===== src/rtl/gpu_pkg.sv =====
// Shared constants and types for the GPU command issuer.
// Opcodes, register map, holdoff counts, FSM state and byte-lane merge.
package gpu_pkg;

  localparam int GPU_OP_POS = 12;

  localparam logic [3:0] GPU_OP_DATA_READ   = 4'd0;
  localparam logic [3:0] GPU_OP_DATA_WRITE  = 4'd1;
  localparam logic [3:0] GPU_OP_MUL_MAT_VEC = 4'd2;

  localparam logic [2:0] REG_CMD      = 3'd0;
  localparam logic [2:0] REG_WDATA_LO = 3'd1;
  localparam logic [2:0] REG_WDATA_HI = 3'd2;
  localparam logic [2:0] REG_RDATA_LO = 3'd3;
  localparam logic [2:0] REG_RDATA_HI = 3'd4;
  localparam logic [2:0] REG_STATUS   = 3'd5;

  localparam logic [2:0] MUL_HOLDOFF   = 3'd4;
  localparam logic [2:0] RESET_HOLDOFF = 3'd2;

  typedef enum logic [1:0] {
    ST_HOLD,
    ST_IDLE,
    ST_ISSUE,
    ST_WAIT
  } issue_state_e;

  function automatic logic [3:0] op_of(
    input logic [31:0] cmd
  );
    return cmd[GPU_OP_POS +: 4];
  endfunction

  function automatic logic [31:0] sel_merge(
    input logic [31:0] old_v,
    input logic [31:0] new_v,
    input logic [3:0]  sel
  );
    logic [31:0] r;
    r = old_v;
    for (int b = 0; b < 4; b++) begin
      if (sel[b]) r[8*b +: 8] = new_v[8*b +: 8];
    end
    return r;
  endfunction

endpackage


===== src/rtl/gpu_cmd_fifo.sv =====
// Synchronous command FIFO, 96-bit entries {data[63:0], cmd[31:0]}.
// Ports: clk_i/rst_i, push_i/din_i, pop_i/dout_o, full_o, empty_o, count_o.
module gpu_cmd_fifo #(
  parameter int DEPTH = 4
) (
  input  logic                     clk_i,
  input  logic                     rst_i,
  input  logic                     push_i,
  input  logic [95:0]              din_i,
  input  logic                     pop_i,
  output logic [95:0]              dout_o,
  output logic                     full_o,
  output logic                     empty_o,
  output logic [$clog2(DEPTH):0]   count_o
);

  localparam int AW = $clog2(DEPTH);
  localparam logic [AW:0] FULL_CNT = (AW+1)'(DEPTH);

  logic [95:0]   mem_q [DEPTH];
  logic [AW-1:0] wr_q;
  logic [AW-1:0] rd_q;
  logic [AW:0]   cnt_q;
  logic          do_pop;
  logic          do_push;

  assign empty_o = (cnt_q == '0);
  assign full_o  = (cnt_q == FULL_CNT);
  assign count_o = cnt_q;
  assign dout_o  = mem_q[rd_q];

  // A pop frees the head slot in the same edge, so a
  // push against a full FIFO is still taken.
  assign do_pop  = pop_i & ~empty_o;
  assign do_push = push_i & (~full_o | do_pop);

  always_ff @(posedge clk_i) begin
    if (rst_i) begin
      wr_q  <= '0;
      rd_q  <= '0;
      cnt_q <= '0;
    end else begin
      if (do_push) wr_q <= wr_q + 1'b1;
      if (do_pop)  rd_q <= rd_q + 1'b1;
      unique case ({do_push, do_pop})
        2'b10:   cnt_q <= cnt_q + 1'b1;
        2'b01:   cnt_q <= cnt_q - 1'b1;
        default: cnt_q <= cnt_q;
      endcase
    end
  end

  always_ff @(posedge clk_i) begin
    if (do_push) mem_q[wr_q] <= din_i;
  end

endmodule


===== src/rtl/gpu_cmd_issuer.sv =====
// Wishbone slave that queues command words and issues them to gpu_core.
// Ports: wbs_* Wishbone slave; gpu_command_o/gpu_data_o/gpu_stb_o, gpu_ack_i/gpu_data_i core side.
module gpu_cmd_issuer
  import gpu_pkg::*;
#(
  parameter int FIFO_DEPTH = 4
) (
  input  logic        wb_clk_i,
  input  logic        wb_rst_i,
  input  logic        wbs_stb_i,
  input  logic        wbs_cyc_i,
  input  logic        wbs_we_i,
  input  logic [3:0]  wbs_sel_i,
  input  logic [31:0] wbs_adr_i,
  input  logic [31:0] wbs_dat_i,
  output logic [31:0] wbs_dat_o,
  output logic        wbs_ack_o,
  output logic [31:0] gpu_command_o,
  output logic [63:0] gpu_data_o,
  input  logic [63:0] gpu_data_i,
  output logic        gpu_stb_o,
  input  logic        gpu_ack_i
);

  localparam int CW = $clog2(FIFO_DEPTH) + 1;

  logic          ack_q;
  logic [31:0]   dat_q;
  logic [63:0]   wdata_q;
  logic          ovf_q;

  issue_state_e  state_q;
  logic [2:0]    hold_q;
  logic          stb_q;
  logic [31:0]   cmd_q;
  logic [63:0]   data_q;
  logic [63:0]   rdata_q;
  logic          rvalid_q;

  logic          fifo_full;
  logic          fifo_empty;
  logic [CW-1:0] fifo_cnt;
  logic [95:0]   fifo_dout;

  logic          wb_acc;
  logic          wb_wr;
  logic          wb_rd;
  logic [2:0]    idx;
  logic          push;
  logic          pop;
  logic          status_clr;
  logic          busy;
  logic [7:0]    cnt8;
  logic [31:0]   status;
  logic [31:0]   rd_mux;
  logic          unused_adr;

  assign unused_adr = ^{wbs_adr_i[31:5], wbs_adr_i[1:0]};

  // ~ack_q keeps the ack a single-cycle pulse while the
  // master still holds stb in the ack cycle.
  assign wb_acc = wbs_stb_i & wbs_cyc_i & ~ack_q;
  assign wb_wr  = wb_acc & wbs_we_i;
  assign wb_rd  = wb_acc & ~wbs_we_i;
  assign idx    = wbs_adr_i[4:2];

  assign push       = wb_wr && (idx == REG_CMD);
  assign status_clr = wb_wr && (idx == REG_STATUS);
  assign pop        = (state_q == ST_IDLE) && !fifo_empty;
  assign busy       = (state_q != ST_IDLE) || !fifo_empty;

  assign cnt8   = 8'(fifo_cnt);
  assign status = {16'h0, cnt8, 3'b000, ovf_q,
                   rvalid_q, busy, fifo_full, fifo_empty};

  gpu_cmd_fifo #(
    .DEPTH (FIFO_DEPTH)
  ) u_fifo (
    .clk_i   (wb_clk_i),
    .rst_i   (wb_rst_i),
    .push_i  (push),
    .din_i   ({wdata_q, wbs_dat_i}),
    .pop_i   (pop),
    .dout_o  (fifo_dout),
    .full_o  (fifo_full),
    .empty_o (fifo_empty),
    .count_o (fifo_cnt)
  );

  always_comb begin
    rd_mux = '0;
    unique case (idx)
      REG_WDATA_LO: rd_mux = wdata_q[31:0];
      REG_WDATA_HI: rd_mux = wdata_q[63:32];
      REG_RDATA_LO: rd_mux = rdata_q[31:0];
      REG_RDATA_HI: rd_mux = rdata_q[63:32];
      REG_STATUS:   rd_mux = status;
      default:      rd_mux = '0;
    endcase
  end

  always_ff @(posedge wb_clk_i) begin
    if (wb_rst_i) begin
      ack_q   <= 1'b0;
      dat_q   <= '0;
      wdata_q <= '0;
      ovf_q   <= 1'b0;
    end else begin
      ack_q <= wb_acc;
      if (wb_rd) dat_q <= rd_mux;
      if (wb_wr) begin
        unique case (idx)
          REG_WDATA_LO:
            wdata_q[31:0] <= sel_merge(
              wdata_q[31:0], wbs_dat_i, wbs_sel_i);
          REG_WDATA_HI:
            wdata_q[63:32] <= sel_merge(
              wdata_q[63:32], wbs_dat_i, wbs_sel_i);
          REG_STATUS:
            ovf_q <= 1'b0;
          REG_CMD:
            if (fifo_full && !pop) ovf_q <= 1'b1;
          default: ;
        endcase
      end
    end
  end

  always_ff @(posedge wb_clk_i) begin
    if (wb_rst_i) begin
      state_q  <= ST_HOLD;
      hold_q   <= RESET_HOLDOFF;
      stb_q    <= 1'b0;
      cmd_q    <= '0;
      data_q   <= '0;
      rdata_q  <= '0;
      rvalid_q <= 1'b0;
    end else begin
      if (status_clr) rvalid_q <= 1'b0;
      unique case (state_q)
        ST_HOLD: begin
          // Leave on the cycle the count would hit zero,
          // so a holdoff of N spends exactly N cycles here.
          if (hold_q <= 3'd1) begin
            hold_q  <= '0;
            state_q <= ST_IDLE;
          end else begin
            hold_q <= hold_q - 3'd1;
          end
        end
        ST_IDLE: begin
          if (!fifo_empty) begin
            cmd_q   <= fifo_dout[31:0];
            data_q  <= fifo_dout[95:32];
            stb_q   <= 1'b1;
            state_q <= ST_ISSUE;
          end
        end
        ST_ISSUE: begin
          stb_q   <= 1'b0;
          state_q <= ST_WAIT;
        end
        ST_WAIT: begin
          if (gpu_ack_i) begin
            unique case (op_of(cmd_q))
              GPU_OP_DATA_READ: begin
                rdata_q  <= gpu_data_i;
                rvalid_q <= 1'b1;
                state_q  <= ST_IDLE;
              end
              GPU_OP_MUL_MAT_VEC: begin
                hold_q  <= MUL_HOLDOFF;
                state_q <= ST_HOLD;
              end
              default: state_q <= ST_IDLE;
            endcase
          end
        end
        default: state_q <= ST_HOLD;
      endcase
    end
  end

  assign wbs_ack_o     = ack_q;
  assign wbs_dat_o     = dat_q;
  assign gpu_stb_o     = stb_q;
  assign gpu_command_o = cmd_q;
  assign gpu_data_o    = data_q;

endmodule

===== config.mk =====
export PLATFORM = sky130hd
export DESIGN_NAME = gpu_cmd_issuer
export DESIGN_NICKNAME = d
export VERILOG_FILES = /design/src/rtl/gpu_pkg.sv /design/src/rtl/gpu_cmd_fifo.sv /design/src/rtl/gpu_cmd_issuer.sv
export SDC_FILE = /design/constraint.sdc
export NUM_CORES = 1
export LEC_CHECK = 0
export BUFFER_PORTS_ARGS = -buffer_cell sky130_fd_sc_hd__buf_2
export CAP_MARGIN = 15
export CORE_ASPECT_RATIO = 1.5
export CORE_MARGIN = 4
export CORE_UTILIZATION = 45
export DETAILED_ROUTE_END_ITERATION = 12
export HOLD_SLACK_MARGIN = 0.03
export PLACE_DENSITY = 0.66
export SYNTH_ARGS = -nofsm -noshare
export SYNTH_HDL_FRONTEND = slang
export SYNTH_SLANG_ARGS = --single-unit

===== constraint.sdc =====
create_clock -name wb_clk_i -period 3.83 [get_ports wb_clk_i]
set_clock_uncertainty 0.05 [all_clocks]
set_input_delay 0.5745 -clock wb_clk_i [delete_from_list [all_inputs] [get_ports wb_clk_i]]
set_output_delay 0.5745 -clock wb_clk_i [all_outputs]
set_load 0.01 [all_outputs]

Word level (Yosys, flattened, before mapping)
Memory sizes are Yosys's and may differ from the RTL's. A register that Yosys moved wholly into a read port is not among the register bits.
Cells that the tools add are included.
{ "op_classes": {"addsub": 5, "magnitude_cmp": 1, "eq_ne": 18, "muxes": 21, "n_bitwise": 11, "reduce_logical": 29} }
{ "ops": {"columns": ["op", "count"], "rows": [
  ["32-bit case mux with 5 select lines", 1],
  ["3-bit AND reduction", 12],
  ["3-bit case mux with 2 select lines", 2],
  ["3-bit == test (second input constant)", 3],
  ["1-bit two-way mux", 9],
  ["3-bit two-way mux", 3],
  ["2-bit inequality test (second input constant)", 4],
  ["2-bit case mux with 4 select lines", 1],
  ["2-bit nonzero test", 4],
  ["1-bit AND", 6],
  ["2-bit == test (second input constant)", 3],
  ["3-bit by 2-bit == test with 1-bit output (second input constant)", 2],
  ["3-bit logical NOT", 2],
  ["2-bit two-way mux", 3],
  ["3-bit by 1-bit subtractor with 3-bit output (second input constant)", 2],
  ["2-bit by 1-bit adder with 2-bit output (second input constant)", 2],
  ["2-bit by 1-bit == test with 1-bit output (second input constant)", 2],
  ["4-bit by 2-bit == test with 1-bit output (second input constant)", 1],
  ["1-bit logical AND", 4],
  ["4-bit logical NOT", 1],
  ["2-bit by 1-bit inequality test with 1-bit output (second input constant)", 2],
  ["1-bit inverter", 4],
  ["1-bit case mux with 2 select lines", 2],
  ["2-bit AND reduction", 2],
  ["other kinds (7)", 8]
]} }
{ "word_totals": {"register_bits": 176, "ramBits": 384, "output_inout_bits": 130, "wordCells": 105, "mem_count": 1} }
{ "memory_table": {"columns": ["name", "depth", "word_bits", "rd", "rd_clocked_by_memory_dff", "wr", "line_no", "rtl"], "rows": [
  ["u_fifo.mem_q", 4, 96, 1, 1, 1, "gpu_cmd_fifo.sv:20", "logic [95:0] mem_q [DEPTH];"]
]} }

Longest topological paths before layout
Gate-level depths: netlist (run 1).
{ "depth": {"depth_word": 8, "mapped_depth": 10} }

Cells and area by module
A second synthesis (run 1) with hierarchy kept.
{ "hier_totals": {"cells_unflattened": 1805, "area_unflattened_um2": 24702.4} }
{ "by_module_without_submodules": {"columns": ["module", "instances", "cells_each", "area_each_um2", "seq_area_each_um2"], "rows": [
  ["gpu_cmd_fifo", 1, 556, 14343.8, 11711.2],
  ["gpu_cmd_issuer", 1, 1249, 10358.7, 5305.1]
]} }

Least setup slack after synthesis (run 1)
Ideal clock, no wire load.
{ "synth_path": {"path_type": "input port to flip-flop", "from": "input wbs_adr_i[2]", "to": "memory u_fifo.mem_q[1][0] (enable)", "arrival_time_ps": 3510, "t_required_ps": 3314, "path_slack_ps": -196, "cell_stages": 3, "cell_sequence": "or3_4 nor3_4 and2_1"} }
{ "synth_between": {"elab_chain_len": 5} }
{ "synth_lines": {"columns": ["item", "line_no", "rtl"], "rows": [
  ["start: declaration", "gpu_cmd_issuer.sv:14", "input logic [31:0] wbs_adr_i,"],
  ["3-bit logical NOT", "gpu_cmd_issuer.sv:67", "assign push = wb_wr && (idx == REG_CMD);"],
  ["1-bit logical AND", "gpu_cmd_issuer.sv:67", null],
  ["1-bit AND", "gpu_cmd_fifo.sv:35", "assign do_push = push_i & (~full_o | do_pop);"],
  ["1-bit two-way mux", "gpu_cmd_fifo.sv:54", "if (do_push) mem_q[wr_q] <= din_i;"],
  ["1-bit two-way mux (not written as such)", "gpu_cmd_fifo.sv:54", null],
  ["end: declaration", "gpu_cmd_fifo.sv:20", null]
]} }
No other way between the ends.

Worst setup path after layout (run 1)
{ "layout_path": {"from": "register state_q[1]", "to": "memory u_fifo.mem_q[0][74] (enable)"} }
{ "layout_between": {"elab_chain_len": 7} }
{ "layout_lines": {"columns": ["item", "line_no", "rtl"], "rows": [
  ["start: declaration", "gpu_cmd_issuer.sv:32", "issue_state_e state_q;"],
  ["start signal: assignment", "gpu_cmd_issuer.sv:131", "state_q <= ST_HOLD;"],
  ["start signal: assignment", "gpu_cmd_issuer.sv:146", "state_q <= ST_IDLE;"],
  ["start signal: assignment", "gpu_cmd_issuer.sv:156", "state_q <= ST_ISSUE;"],
  ["2-bit by 1-bit == test with 1-bit output", "gpu_cmd_issuer.sv:69", "assign pop = (state_q == ST_IDLE) && !fifo_empty;"],
  ["1-bit logical AND", "gpu_cmd_issuer.sv:69", null],
  ["1-bit AND", "gpu_cmd_fifo.sv:34", "assign do_pop = pop_i & ~empty_o;"],
  ["1-bit OR", "gpu_cmd_fifo.sv:35", null],
  ["1-bit AND", "gpu_cmd_fifo.sv:35", null],
  ["1-bit two-way mux", "gpu_cmd_fifo.sv:54", null],
  ["1-bit two-way mux (not written as such)", "gpu_cmd_fifo.sv:54", null]
]} }
No other way between the ends.

==> flow_summary.yaml, run 1 <==
placed_design:
  dpl-instance-area_sq_um: 26590
  numPortBuffers: 238
  gpl.final_weighted_congestion: 0.7978
  dp_hpwl_um: 38290
clock_tree:
  cts_tree: "done"
  ctsResizeCount: 0
  htreeDepth: 2
  post_cts_buffers: 0
  ctsHoldBuffers: 0
  clk_pin_slew_ps: 70
  clock_latency_ps: 610
  root_buffer: "clkbuf_16"
  numCtsBuffers: 58
  clock_tree.buffer_depth: 3
  clkSinkCount: 656
grt:
  gr-total-overflow: 0
  track_usage_pct: 20.63
  grt_max_degree: 108
  antenna_found_initial: 4
  grt_pass1_vias: 15640
  grt_pass1_wl_um: 92640
finish:
  stdcell_area_sq_um: 28490
  drive_above_1_share_pct: 24.09
  final_util_pct: 52.25
  final_nets: 2126
  area_delta_synth_final_pct: 15.25
worst_setup_path:
  cp.arrival_ps: 2840
  worstPathCellList: "inv_1 > ha_1 > nor4b_2 > nor3_4 > and2_4 > buf_4"
  worstPathRequired_ps: 4050
  crit_type: "flop to flop"
  crit_path_end_kind: "flop"
  cp_slowest_cell: "and2_4"
  reg2reg_slack_ps: 1210
  path_max_fanout: 22
  cp-start-kind: "flop"
  slowest_delay_ps: 460
floorplan:
  core_sq_um: 54520
  die_y_um: 295.1
  start_util_pct: 45.34
  ioPinCount: 268
  row_count: 105
  die_area_sq_um: 58830
  die_width_um: 199.4
logic_synthesis:
  synth_ff_type: "edfxtp_1"
  synth-async-reset-ratio_pct: 0
  synth_area_leaders: "edfxtp_1, dfxtp_1, mux4_2, nand2_1, a21oi_1"
  ys_seq_elements: 656
  synth_compound_area_share_pct: 8.048
  syn_nets: 1920
  ys_types: 66
  yosysTopAreaCell: "edfxtp_1"
  muxShareOfSynthArea_pct: 11.71
  synth_top_area_share_pct: 46.65
  synth_cells: 1770
  postSynthAreaPerCell_sq_um: 13.97
  syn_area_sq_um: 24720
  synthTopCellsByCount: "edfxtp_1, nand2_1, dfxtp_1"
  synth_fa_ha_area_share_pct: 0.6377
  synth_xor_area_share_pct: 0.1063
  ys_warn_count: 0
  synth_top_family_by_area: "multiplexers"
  synth_edf_count: 384
  synth.most_common_cell: "edfxtp_1"
  synth-seq-area-share_pct: 68.67
  synth-simple-area-share_pct: 8.109
timing:
  fin_tns_setup_ps: 0
  slew_headroom_pct: 34.64
  setup_viol: 0
  timing.fmax_mhz: 381.8
  holdWs_ps: 145.3
  worst_pin_slew_ps: 979.7
  hold_viol_final: 0
  post-route-period-util_pct: 68.38
  post-route-min-period_ps: 2619
  drv_slew: 0
  rsz0062_at_grt: "no"
pwr:
  leakagePower_uw: 0.01034
  ir_drop_v: 0.0003625
  pwr-share-seq_pct: 54.1
  power_density_nw_per_um2: 487.5
  p_comb_share_pct: 4.5
  p_sw_uw: 2964
  clkPwrFrac_pct: 41.5
  power.share.switching_pct: 21.34
  intPower_uw: 10920
hold_path:
  hp-class: "primary input to flop"
detailed_routing:
  drtAntennaViolNets: 0
  routedWlPerCell_um: 22.41
  vias: 15030
  wl_um: 61050
  viasPerCell: 5.516
  drtPass1Iterations: 5
  drtIter0Drc: 921
  drc: 0
outcome:
  outcome: "finished clean"
job:
  maxCapViolCount: 0
[cell type report]
class | count | area, sq um
flip-flops and latches | 656 | 16980
repair buffers | 265 | 1579
inverters | 11 | 41.29
clock inverters | 20 | 137.6
clock buffers | 90 | 1757
well taps | 695 | 869.6
diodes | 3 | 7.507
multi-input cells | 984 | 7114
fillers | 4524 | 26030
[cell usage in the layout, fill, tap and decap left out, types with 5 or more instances in the layout]
cell | Yosys | layout
a211o_1 | 8 | 7
a21o_1 | 25 | 25
a21oi_1 | 188 | 188
a21oi_2 | 9 | 9
a221oi_1 | 6 | 6
a22oi_1 | 48 | 48
a2bb2oi_1 | 5 | 5
buf_12 | 0 | 14
buf_2 | 29 | 237
buf_4 | 23 | 13
clkbuf_1 | 53 | 18
clkbuf_16 | 0 | 62
clkbuf_8 | 0 | 10
clkinv_1 | 0 | 6
clkinv_2 | 0 | 7
dfxtp_1 | 272 | 270
edfxtp_1 | 384 | 384
ha_1 | 11 | 11
inv_1 | 11 | 11
mux2i_1 | 72 | 72
mux4_2 | 96 | 96
nand2_1 | 358 | 358
nand3_2 | 8 | 8
nor2_1 | 75 | 75
nor3_1 | 9 | 8
o21ai_0 | 5 | 5
[metrics by stage]
stage / setup WS, ps / power, uW / instances
floorplan: 858.1 / 8059 / 1770
global placement: 898.0 / 8250 / 2611
detailed placement: 848.2 / 8289 / 2611
CTS: 1180 / 14010 / 2721
global route: 1077 / 14340 / 2722
finish: 1211 / 13890 / 2724
[layer usage]
layer	global-route usage, %	up-vias	share of wire [%]
met2	37.19	447	52
met5	0	-	0.021
met3	3.067	101	5.0
met4	7.343	2	3.6
met1	25.17	7552	39
li1	-	6923	-
[sequential cells by signal, summed over array words and instances (netlist names)]
name,count
wdata_q,64
gpu_data_o,64
state_q,2
wbs_ack_o,1
rvalid_q,1
gpu_stb_o,1
rdata_q,64
wbs_dat_o,32
u_fifo.rd_q,2
hold_q,3
gpu_command_o,32
u_fifo.mem_q,384
ovf_q,1
u_fifo.count_o,3
u_fifo.wr_q,2
[path summary, 6_finish.rpt]
check,cells past startpoint,to,from
worst max-delay path,6,u_fifo.mem_q[0][74]$_DFFE_PP_,state_q[1]$_SDFFE_PP0P_
worst min-delay path,3,rdata_q[3]$_SDFFE_PP0P_,gpu_data_i[3]
worst max register to register,6,u_fifo.mem_q[0][74]$_DFFE_PP_,state_q[1]$_SDFFE_PP0P_
worst min register to register,2,gpu_data_o[20]$_SDFFE_PP0P_,gpu_data_o[20]$_SDFFE_PP0P_
[kinds of logic (layout without fill, tap and decap cells)]
group           after synthesis  after routing
flops                       656            656
simple gates                481            481
compound gates              319            319
mux                         169            169
buf+inv                     130            386
fa+ha+maj                    12             12
xor+xnor                      3              3
other cells                   0              3
[power groups by stage]
| stage | sequential, uW | combinational, uW | clock, uW |
|---|---|---|---|
| after floorplan | 7650 | 408 | 0 |
| after global placement | 7660 | 590 | 0 |
| final | 7510 | 619 | 5760 |
| after detailed placement | 7660 | 624 | 0 |
| after global routing | 7510 | 686 | 6140 |
| after CTS | 7510 | 626 | 5870 |
[critical path: cells and delay by family, from the launching register on]
| family | cells | cell delay [ps] |
|---|---|---|
| buffers and inverters | 2 | 540 |
| AND/OR/NAND/NOR | 3 | 910 |
| flip-flops | 1 | 340 |
| adder cells (fa/ha/maj) | 1 | 390 |
No activity file was read; power rests on OpenSTA's default activity.
==> run 2, diff against run 1 <==
- clock period: 3.83 -> 2.3 ns (I/O delays scaled with it)
==> flow_summary.yaml, run 2 (same netlist as run 1, synthesis figures left out) <==
floorplan:
  row_count: 105
  die_y_um: 295.1
  die_area_sq_um: 58830
  ioPinCount: 268
  core_sq_um: 54520
  start_util_pct: 45.34
  die_width_um: 199.4
placed_design:
  gpl.final_weighted_congestion: 0.7989
  numPortBuffers: 238
  dpl-instance-area_sq_um: 27210
  dp_hpwl_um: 41220
  numPlacedInstances: 2664
pwr:
  ir_drop_v: 0.0006582
  intPower_uw: 18400
  p_comb_share_pct: 5.5
  leakagePower_uw: 0.01111
  p_sw_uw: 5034
  power_density_nw_per_um2: 778.0
  power.share.switching_pct: 21.48
  pwr-share-seq_pct: 53.3
  clkPwrFrac_pct: 41.2
  finalPower_uw: 23430
timing:
  setup_viol: 0
  worst_pin_slew_ps: 614.1
  timing.fmax_mhz: 470.6
  slew_headroom_pct: 59.06
  fin_tns_setup_ps: 0
  post-route-min-period_ps: 2125
  drv_slew: 0
  hold_viol_final: 0
  post-route-period-util_pct: 92.39
  rsz0062_at_grt: "no"
  holdWs_ps: 113.3
grt:
  met2_usage_pct: 37.32
  grt_use_met1_pct: 26.30
  gr-total-overflow: 0
  gr-usage-met3_pct: 3.283
  grt_pass1_vias: 16110
  track_usage_pct: 21.11
  grt_pass1_wl_um: 95340
  antenna_found_initial: 0
  gr-max-usage-layer: "met2"
  grt_max_degree: 83
worst_setup_path:
  cp.arrival_ps: 2390
  cp-start-kind: "flop"
  worstPathRequired_ps: 2560
  worst_r2r_endpoint: "u_fifo.mem_q[3][57]$_DFFE_PP_"
  reg2reg_slack_ps: 180
  r2r-start: "state_q[1]$_SDFFE_PP0P_"
  crit_path_end_kind: "flop"
  path_max_fanout: 20
  reg2reg_depth: 7
  crit_type: "flop to flop"
finish:
  antenna_cells: 0
  drive_above_1_share_pct: 25.32
  finalNonFillerCells: 2871
  largest_reg_flops: 384
  stdcell_area_sq_um: 30120
  final_nets: 2276
  largest_register: "u_fifo.mem_q"
  fill_cells: 4415
  layout_common_cells: "edfxtp_1, nand2_1, dfxtp_1"
  final_common_cell: "edfxtp_1"
  area_delta_synth_final_pct: 21.84
detailed_routing:
  drtAntennaViolNets: 0
  vias: 15700
  drtIter0Drc: 1005
  drc: 0
  wl_um: 62760
  drtPass1Iterations: 5
  viasPerCell: 5.467
  routedWlPerCell_um: 21.86
clock_tree:
  clock_latency_ps: 620
  clkSinkCount: 656
  root_buffer: "clkbuf_16"
  htreeDepth: 2
  numCtsBuffers: 58
  post_cts_buffers: 0
  clk_pin_slew_ps: 60
  clock_tree.buffer_depth: 3
  cts_tree: "done"
outcome:
  outcome: "finished clean"
hold_path:
  hold_start: "wb_rst_i"
  min_delay_path_depth: 2
  worstHoldEndpoint: "rvalid_q$_SDFF_PP0_"
  hp-class: "primary input to flop"
job:
  maxCapViolCount: 0
[run 2: layout make-up]
| cell class | instances | area (sq um) | share of cell area, % |
|---|---|---|---|
| inverter | 11 | 41.29 | 0.1371 |
| clock buffer | 84 | 1788 | 5.937 |
| clock inverter | 26 | 140.1 | 0.4653 |
| sequential | 656 | 16980 | 56.39 |
| multi-input combinational | 984 | 7122 | 23.65 |
| timing repair buffer | 415 | 3173 | 10.54 |
| tap | 695 | 869.6 | 2.887 |
[run 2: worst max path at each step]
stage,startpoint,endpoint,depth (start not counted)
4_1_cts,state_q[1]$_SDFFE_PP0P_,u_fifo.count_o[2]$_SDFFE_PP0P_,9
2_1_floorplan,state_q[1]$_SDFFE_PP0P_,u_fifo.mem_q[0][0]$_DFFE_PP_,5
5_1_grt,wbs_ack_o$_SDFF_PP0_,u_fifo.count_o[2]$_SDFFE_PP0P_,8
6_report,state_q[1]$_SDFFE_PP0P_,u_fifo.mem_q[3][57]$_DFFE_PP_,7
3_3_place_gp,wbs_adr_i[2],u_fifo.count_o[2]$_SDFFE_PP0P_,8
3_5_place_dp,wbs_adr_i[2],u_fifo.count_o[2]$_SDFFE_PP0P_,8
[run 2: power groups by stage]
stage	registers [uW]	clock network, uW	logic (uW)
5_1_grt	12500	10300	1390
3_5_place_dp	12800	0	1140
3_3_place_gp	12700	0	1090
6_report	12500	9650	1280
4_1_cts	12500	9840	1280
2_1_floorplan	12700	0	679
[run 2: repair_timing]
item / 4_1_cts / 5_1_grt
resized for setup: 0 / 3
endpoints found under the setup margin: 0 / 1
hold buffers: 97 / 0
hold endpoints to repair: 246 / 0
[run 2: routing by layer]
layer / up-vias / wire, um
li1: 7216 / -
met1: 7896 / 24590
met2: 474 / 32700
met3: 109 / 3230
met4: 0 / 2248
met5: - / 0
[run 2: stage by stage]
step           util, %  worst slack [ps]
5_1_grt          55.24             4.657
3_3_place_gp     49.91            -63.91
4_1_cts          55.23             80.25
2_1_floorplan        -            -446.9
6_report         55.24             175.0
3_5_place_dp     49.91            -53.86
[run 2: critical path, cell delays in order (launching register included)]
cell and delay (ps):
dfxtp_1 330, inv_1 80, ha_2 230, buf_4 170, nor4b_2 70, nor3_4 280, and2_4 380, buf_12 220
==> run 3, diff against run 2 <==
- CTS_BUF_LIST: default -> sky130_fd_sc_hd__clkbuf_4 sky130_fd_sc_hd__clkbuf_8
==> flow_summary.yaml, run 3 (same netlist as run 1, synthesis figures left out) <==
outcome:
  outcome: "finished clean"
floorplan:
  row_count: 105
  die_area_sq_um: 58830
  start_util_pct: 45.34
  ioPinCount: 268
  die_y_um: 295.1
  core_sq_um: 54520
  die_width_um: 199.4
finish:
  fill_cells: 4418
  area_delta_synth_final_pct: 22.12
  final_nets: 2314
  drive_above_1_share_pct: 27.78
  stdcell_area_sq_um: 30190
  final_common_cell: "edfxtp_1"
  largest_register: "u_fifo.mem_q"
  largest_reg_flops: 384
  layout_common_cells: "edfxtp_1, nand2_1, dfxtp_1"
  finalNonFillerCells: 2939
timing:
  timing.fmax_mhz: 466.7
  hold_viol_final: 0
  drv_slew: 0
  worst_pin_slew_ps: 617.2
  post-route-min-period_ps: 2143
  post-route-period-util_pct: 93.16
  holdWs_ps: 108.1
  slew_headroom_pct: 58.85
  rsz0062_at_grt: "no"
  setup_viol: 0
worst_setup_path:
  slowest_delay_ps: 390
  worstPathCellList: "ha_2 > buf_4 > nor4b_2 > nor3_4 > and2_4 > buf_12"
  path_max_fanout: 20
  crit_type: "flop to flop"
  worstPathRequired_ps: 2610
  cp.arrival_ps: 2460
  cp-start-kind: "flop"
  cpLargestDelayFamily: "simple AND/OR/NAND/NOR gates"
  cp_slowest_cell: "dfxtp_1"
  critPathBufInv: 2
  crit_path_end_kind: "flop"
pwr:
  leakagePower_uw: 0.01122
  ir_drop_v: 0.0005121
  power_density_nw_per_um2: 772.4
detailed_routing:
  drtPass1Iterations: 5
  drc: 0
  viasPerCell: 5.422
  drtAntennaViolNets: 0
  routedWlPerCell_um: 21.50
  drtIter0Drc: 1127
  vias: 15940
  wl_um: 63180
placed_design:
  numPlacedInstances: 2664
  dpl-instance-area_sq_um: 27210
  gpl.final_weighted_congestion: 0.7989
  numPortBuffers: 238
  dp_hpwl_um: 41220
clock_tree:
  htreeDepth: 3
  clk_pin_slew_ps: 60
  clkSinkCount: 656
  clock_latency_ps: 680
  clock_tree.buffer_depth: 3
  root_buffer: "clkbuf_8"
  cts_tree: "done"
  numCtsBuffers: 94
grt:
  grt_pass1_vias: 16480
  track_usage_pct: 21.45
  gr-total-overflow: 0
  grt_max_degree: 83
  antenna_found_initial: 1
  grt_pass1_wl_um: 96410
hold_path:
  hp-class: "primary input to flop"
job:
  maxCapViolCount: 0
## run 3: layout make-up
| class | instances | area, sq um | area share [%] |
|---|---|---|---|
| inverters | 11 | 41.29 | 0.1368 |
| diodes | 1 | 2.502 | 0.008289 |
| repair buffers | 417 | 3193 | 10.58 |
| flip-flops and latches | 656 | 16980 | 56.26 |
| well taps | 695 | 869.6 | 2.881 |
| clock buffers | 143 | 1737 | 5.753 |
| clock inverters | 32 | 239.0 | 0.7916 |
| multi-input cells | 984 | 7122 | 23.59 |
## run 3: per-stage QoR
| stage | setup TNS, ps | total power, uW | util, % | setup slack, ps |
|---|---|---|---|---|
| 3_5_place_dp | -53.86 | 13900 | 49.91 | -53.86 |
| 3_3_place_gp | -63.91 | 13840 | 49.91 | -63.91 |
| 4_1_cts | 0 | 23510 | 55.35 | 74.54 |
| 6_report | 0 | 23320 | 55.37 | 157.4 |
| 5_1_grt | 0 | 24180 | 55.37 | 3.621 |
| 2_1_floorplan | -171620 | 13420 | - | -446.9 |
## run 3: path summary, 6_finish.rpt
kind / startpoint / to / slack [ps] / cells past startpoint
min: gpu_ack_i / state_q[1]$_SDFFE_PP0P_ / 110 / 5
max reg2reg: state_q[0]$_SDFFE_PP0P_ / u_fifo.mem_q[3][57]$_DFFE_PP_ / 160 / 6
max: state_q[0]$_SDFFE_PP0P_ / u_fifo.mem_q[3][57]$_DFFE_PP_ / 160 / 6
min reg2reg: gpu_command_o[28]$_SDFFE_PP0P_ / gpu_command_o[28]$_SDFFE_PP0P_ / 400 / 2
## run 3: worst min-delay path, delay by kind of cell
| family | cells | cell delay, ps |
|---|---|---|
| buffers and inverters | 2 | 230 |
| AOI/OAI and AO/OA | 2 | 130 |
| and+or+nand+nor | 1 | 80 |
## run 3: repair_timing
item	4_1_cts	5_1_grt
buffers inserted	0	0
hold buffers	99	0
hold endpoints to repair	259	0
gates resized for setup	0	3
setup endpoints to repair	0	22
## run 3: where the power goes
part | switching, uW | total, uW | internal [uW]
Sequential | 73.7 | 12500 | 12400
Clock | 4360 | 9530 | 5170
Combinational | 715 | 1290 | 570
Total | 5150 | 23300 | 18200
## run 3: metal layers
layer,GRT usage [%],share of wire [%]
met1,26.30,39
met2,37.41,52
met3,3.386,5.4
met4,9.614,3.8
met5,0,0
